File: config.mk
export PLATFORM = sky130hd
export DESIGN_NAME = uart_rx_frame
export DESIGN_NICKNAME = d
export VERILOG_FILES = /design/src/rtl/uart_pkg.sv /design/src/rtl/sync_2ff.sv /design/src/rtl/uart_rx_frame.sv
export SDC_FILE = /design/constraint.sdc
export NUM_CORES = 1
export LEC_CHECK = 0
export CAP_MARGIN = 20
export CORE_UTILIZATION = 54
export DETAILED_ROUTE_END_ITERATION = 10
export PLACE_DENSITY = 0.77
export SLEW_MARGIN = 20
export SYNTH_ARGS = -nofsm -noshare
export SYNTH_HDL_FRONTEND = slang
export SYNTH_SLANG_ARGS = --single-unit
File: constraint.sdc
create_clock -name clk -period 2.1 [get_ports clk]
set_clock_uncertainty 0.2 [all_clocks]
set_input_delay 0.21 -clock clk [delete_from_list [all_inputs] [get_ports clk]]
set_output_delay 0.21 -clock clk [all_outputs]
set_load 0.1 [all_outputs]
File: src/rtl/uart_pkg.sv
// Shared UART definitions: receiver state encoding and the default frame
// geometry also used by the transmitter and the baud divider.
package uart_pkg;

    typedef enum logic [1:0] {
        IDLE  = 2'd0,
        START = 2'd1,
        DATA  = 2'd2,
        STOP  = 2'd3
    } rx_state_t;

    localparam int UART_DATA_BITS  = 8;
    localparam int UART_OVERSAMPLE = 16;

endpackage : uart_pkg

File: src/rtl/sync_2ff.sv
// Two-flop synchroniser for a single asynchronous input.
module sync_2ff #(
    parameter logic RESET_VAL = 1'b1
) (
    input  logic clk,
    input  logic reset,
    input  logic d,
    output logic q
);

    logic meta_d, meta_q;
    logic sync_d, sync_q;

    // Next values: shift the input one stage down the chain.
    always_comb begin
        meta_d = d;
        sync_d = meta_q;
    end

    // Chain registers, preset to the line's idle level.
    always_ff @(posedge clk or posedge reset) begin
        if (reset) begin
            meta_q <= RESET_VAL;
            sync_q <= RESET_VAL;
        end else begin
            meta_q <= meta_d;
            sync_q <= sync_d;
        end
    end

    assign q = sync_q;

endmodule : sync_2ff

File: src/rtl/uart_rx_frame.sv
// UART receive framer: start detect, mid-bit sampling, LSB-first assembly,
// stop-bit check with one-clock valid / framing-error pulses.
//
//   state | meaning
//   ------+-----------------------------------------------------------
//   IDLE  | line idle, waiting for rx_s low on a sample tick
//   START | counting to mid start bit; rx_s high there = glitch
//   DATA  | sampling each payload bit at its middle, shifting LSB first
//   STOP  | waiting for mid stop bit, then deliver byte or flag error
module uart_rx_frame
    import uart_pkg::*;
#(
    parameter int DATA_BITS  = UART_DATA_BITS,
    parameter int OVERSAMPLE = UART_OVERSAMPLE,
    parameter int CNT_W      = $clog2(OVERSAMPLE),
    parameter int BIT_W      = $clog2(DATA_BITS + 1)
) (
    input  logic                 clk,
    input  logic                 reset,
    input  logic                 sample_tick,
    input  logic                 rx,
    output logic [DATA_BITS-1:0] data_out,
    output logic                 data_valid,
    output logic                 frame_error,
    output logic                 busy
);

    localparam logic [CNT_W-1:0] TICK_HALF = CNT_W'(OVERSAMPLE / 2 - 1);
    localparam logic [CNT_W-1:0] TICK_LAST = CNT_W'(OVERSAMPLE - 1);
    localparam logic [BIT_W-1:0] BIT_LAST  = BIT_W'(DATA_BITS - 1);

    logic rx_s;

    rx_state_t              state_d, state_q;
    logic [CNT_W-1:0]       tick_cnt_d, tick_cnt_q;
    logic [BIT_W-1:0]       bit_cnt_d, bit_cnt_q;
    logic [DATA_BITS-1:0]   shift_d, shift_q;
    logic [DATA_BITS-1:0]   data_out_d, data_out_q;
    logic                   data_valid_d, data_valid_q;
    logic                   frame_error_d, frame_error_q;
    logic                   busy_d, busy_q;

    sync_2ff #(
        .RESET_VAL (1'b1)
    ) u_rx_sync (
        .clk   (clk),
        .reset (reset),
        .d     (rx),
        .q     (rx_s)
    );

    // Frame sequencing; everything except the output pulses advances only on ticks.
    always_comb begin
        state_d       = state_q;
        tick_cnt_d    = tick_cnt_q;
        bit_cnt_d     = bit_cnt_q;
        shift_d       = shift_q;
        data_out_d    = data_out_q;
        data_valid_d  = 1'b0;
        frame_error_d = 1'b0;

        if (sample_tick) begin
            unique case (state_q)
                IDLE: begin
                    if (!rx_s) begin
                        state_d    = START;
                        tick_cnt_d = '0;
                    end
                end
                START: begin
                    if (tick_cnt_q == TICK_HALF) begin
                        tick_cnt_d = '0;
                        bit_cnt_d  = '0;
                        state_d    = rx_s ? IDLE : DATA;
                    end else begin
                        tick_cnt_d = tick_cnt_q + 1'b1;
                    end
                end
                DATA: begin
                    if (tick_cnt_q == TICK_LAST) begin
                        tick_cnt_d = '0;
                        shift_d    = {rx_s, shift_q[DATA_BITS-1:1]};
                        bit_cnt_d  = bit_cnt_q + 1'b1;
                        if (bit_cnt_q == BIT_LAST) begin
                            state_d = STOP;
                        end
                    end else begin
                        tick_cnt_d = tick_cnt_q + 1'b1;
                    end
                end
                STOP: begin
                    if (tick_cnt_q == TICK_LAST) begin
                        // Returning at mid stop bit lets a back-to-back start edge be seen.
                        tick_cnt_d = '0;
                        state_d    = IDLE;
                        if (rx_s) begin
                            data_out_d   = shift_q;
                            data_valid_d = 1'b1;
                        end else begin
                            frame_error_d = 1'b1;
                        end
                    end else begin
                        tick_cnt_d = tick_cnt_q + 1'b1;
                    end
                end
                default: state_d = IDLE;
            endcase
        end

        busy_d = (state_d != IDLE);
    end

    // State and registered outputs.
    always_ff @(posedge clk or posedge reset) begin
        if (reset) begin
            state_q       <= IDLE;
            tick_cnt_q    <= '0;
            bit_cnt_q     <= '0;
            shift_q       <= '0;
            data_out_q    <= '0;
            data_valid_q  <= 1'b0;
            frame_error_q <= 1'b0;
            busy_q        <= 1'b0;
        end else begin
            state_q       <= state_d;
            tick_cnt_q    <= tick_cnt_d;
            bit_cnt_q     <= bit_cnt_d;
            shift_q       <= shift_d;
            data_out_q    <= data_out_d;
            data_valid_q  <= data_valid_d;
            frame_error_q <= frame_error_d;
            busy_q        <= busy_d;
        end
    end

    assign data_out    = data_out_q;
    assign data_valid  = data_valid_q;
    assign frame_error = frame_error_q;
    assign busy        = busy_q;

endmodule : uart_rx_frame

==> results summary <==
The actual transition at the worst max-transition pin came out at 0.387 ns. The detailed-router iteration count before antenna repair is 4. The most critical setup path has its startpoint at tick_cnt_q[0].

The post-route DRC violation count came out at 0. The total via count after detailed routing came out at 906. TritonCTS built the clock tree. The die is 53.2 um wide.

The die height is 53.2 um. After synthesis, the cell types taking the most area are dfrtp_1 (51%), mux2_4 (8.5%), mux2_2 (5.6%). The register-to-register path setup slack came out at 0.11 ns. The buffer type at the clock tree root is clkbuf_4.

After the last flow step, the layout net total stands at 136. Counting flops with an async set or reset pin after synthesis yields a share of 100%. The floorplan step defined a die boundary enclosing 2830 um^2. In this run the tightest slew margin relative to its limit is 74.2%. The library cell used most frequently in the layout, excluding fill and tap cells, is dfrtp_1. The terminus of the critical flop-to-flop path is busy. STA classifies the critical path startpoint as a flop. The critical path start-end classification is flop to flop. The fraction of final layout cells sized beyond drive strength 1 came out at 35.9%. The number of clock sinks came out at 31. Buffers placed on the I/O ports in this run total 14. The number of setup buffers added after CTS came out at 0. The required time at the worst-slack endpoint came out at 2.13 ns. The achievable clock frequency is 503 MHz.

The number of max-cap violations came out at 0. The number of instances in the placed design is 153. The final critical delay including setup and external delays is 1.99 ns. The clock latency on the worst-skew pair came out at 0.33 ns. Timing analysis after detailed placement gives a worst setup slack of 0.108 ns. The count of synthesis-stage warnings from yosys is 0. Synthesis produced a netlist with a net count of 116. The number of global-route vias before repair came out at 880. The total number of H-tree levels came out at 2. The first global-routing pass estimated 4160 um of wire.

In the layout the commonest cells are dfrtp_1 (29), buf_4 (15), inv_1 (8), mux2_4 (8). The largest voltage drop on the vdd net is 0.899 mV. The number of cells produced by synthesis is 110.

The number of antenna violations at the first check in global routing came out at 0. The HPWL after detailed placement came out at 1810 um. The growth of design area from synthesis to finish is 15.7%. Dividing the detail-routed wire length by the instance count gives 16.1 um. The run finished with clean final reports. The routability-driven placement congestion ratio is 0.780. The cell depth of the worst flop-to-flop path is 5. The biggest area contributor in the post-synthesis netlist is dfrtp_1. The overall global routing resource usage came out at 21.8%. The distinct cell type count of the synthesized netlist came out at 36. The least setup slack across all paths after layout is 0.112 ns. The leakage power summed over all cells is 0.829 nW. Setup repair after global routing left no endpoint under its margin. The power per unit of standard cell area is 1010 nW/um^2. The most used flip-flop cell after synthesis is dfrtp_1. The number of pins exceeding their max-slew limit in the final report came to 0. The number of synthesized flops with an enable pin is 0. Dividing the synthesized area by the synthesized cell count gives 12.9 um^2. The class of the most critical hold timing path is primary input to async pin.

The standard cell core area is 2480 um^2. The worst-path maximum fanout is 6. Dividing the detail-routed via count by the number of cells gives 5.63. Wires add up to 2590 um. The total of flip-flops plus latches after synthesis is 31. The boundary pin count came out at 15. The count of cells resized by post-cts repair is 0. The count of non-filler cells in the finished layout came out at 161. The core utilization of the finished layout is 66.1%. The final global-route overflow total is 0. The post-place instance area is 1540 um^2. The final-layout fill cell count came out at 196.

The worst setup path is captured at a flop. The final cycle utilization of the critical path is 94.7%. In this run the remaining antenna-violating nets after routing total 0. The number of buffers created by CTS is 5. The setup TNS came out at 0 ns. The count of final hold-check violations was 0.

The post-cts hold buffer count came out at 0. The violation count after the first detailed-routing iteration is 22. The area of the mapped netlist came out at 1420 um^2. The final non-filler cell area came out at 1640 um^2. The final setup violation count is 0. The clock transition at the registers of the reported paths is 0.10 ns. The starting density of the core came out at 57.1%.

The largest net degree at the start of global routing is 32. In this run the core area contains 18 standard-cell rows. Summed over its instances, the top area cell type makes up 51.3% of the synthesized netlist area. For the worst setup path, the data arrival time is 2.02 ns. The longest clock path from root to sink contains 2 buffers. 0 antenna diodes ended up in the layout. The beginning of the worst register-to-register path is tick_cnt_q[0]. The post-synthesis sequential area ratio came out at 55.0%.
## report_power, final
part	internal, mW	switching, mW	total, mW
Clock	0.281	0.207	0.488
Sequential	0.667	0.0980	0.765
Combinational	0.154	0.241	0.395
Total	1.10	0.546	1.65
## per-stage QoR
stage	hold WS [ns]	power, mW
floorplan	0.0145	1.09
global placement	0.154	1.13
detailed placement	0.152	1.16
CTS	0.0613	1.65
global route	0.0601	1.75
finish	0.0457	1.65
## cells in the mapped netlist (2+ instances only)
cell / number
a21oi_1: 5
buf_6: 3
dfrtp_1: 29
dfstp_2: 2
ha_1: 2
inv_1: 8
mux2_2: 7
mux2_4: 8
mux2i_1: 2
nand2_1: 6
nand3_1: 3
nand4_2: 2
o21ai_0: 7
o22ai_1: 2
o31ai_1: 2
or2_1: 2
## final cells by class
cell class	count	area, um^2	area share, %
inverter	8	30.0	1.83
tap	30	37.5	2.29
sequential	31	778	47.5
multi-input combinational	66	563	34.4
timing repair buffer	18	143	8.71
clock buffer	6	51.3	3.13
clock inverter	2	35.0	2.14
## sequential cells by signal (all words and copies together), names as in the netlist
| register | cells |
|---|---|
| data_out | 8 |
| shift_q | 8 |
| bit_cnt_q | 4 |
| tick_cnt_q | 4 |
| state_q | 2 |
| busy | 1 |
| data_valid | 1 |
| frame_error | 1 |
| u_rx_sync.meta_q | 1 |
| u_rx_sync.q | 1 |
## cell families (layout without fill, tap and decap cells)
group           after synthesis  in the layout  synth area share, %
buf+inv                      13             34                 5.83
simple gates                 23             23                 10.7
flops                        31             31                 55.0
xor+xnor                      1              1                0.619
compound gates               23             23                 10.6
mux                          17             17                 15.5
fa+ha+maj                     2              2                 1.77
## critical path: stages (launching register included)
cell and delay, ns:
dfrtp_1 0.41, ha_1 0.26, and2_1 0.32, o22ai_1 0.13
a221o_1 0.34, or2_1 0.23
## how the worst max path moves through the flow
stage | to | slack (ns)
after floorplan | shift_q[0] | 0.23
after global placement | busy | 0.15
after detailed placement | shift_q[5] | 0.11
after CTS | shift_q[3] | 0.09
after global routing | busy | 0.05
final | busy | 0.11
## metal layers
metal	part of all wire [%]	vias to the layer above	GRT usage (%)	routed length, um
met1	45	445	27.2	1160
met4	1.6	0	13.6	42
met3	5.1	8	7.47	133
met2	48	21	32.1	1250
met5	0	-	0	0
li1	-	432	-	-
Power figures use the tool's default switching activity.
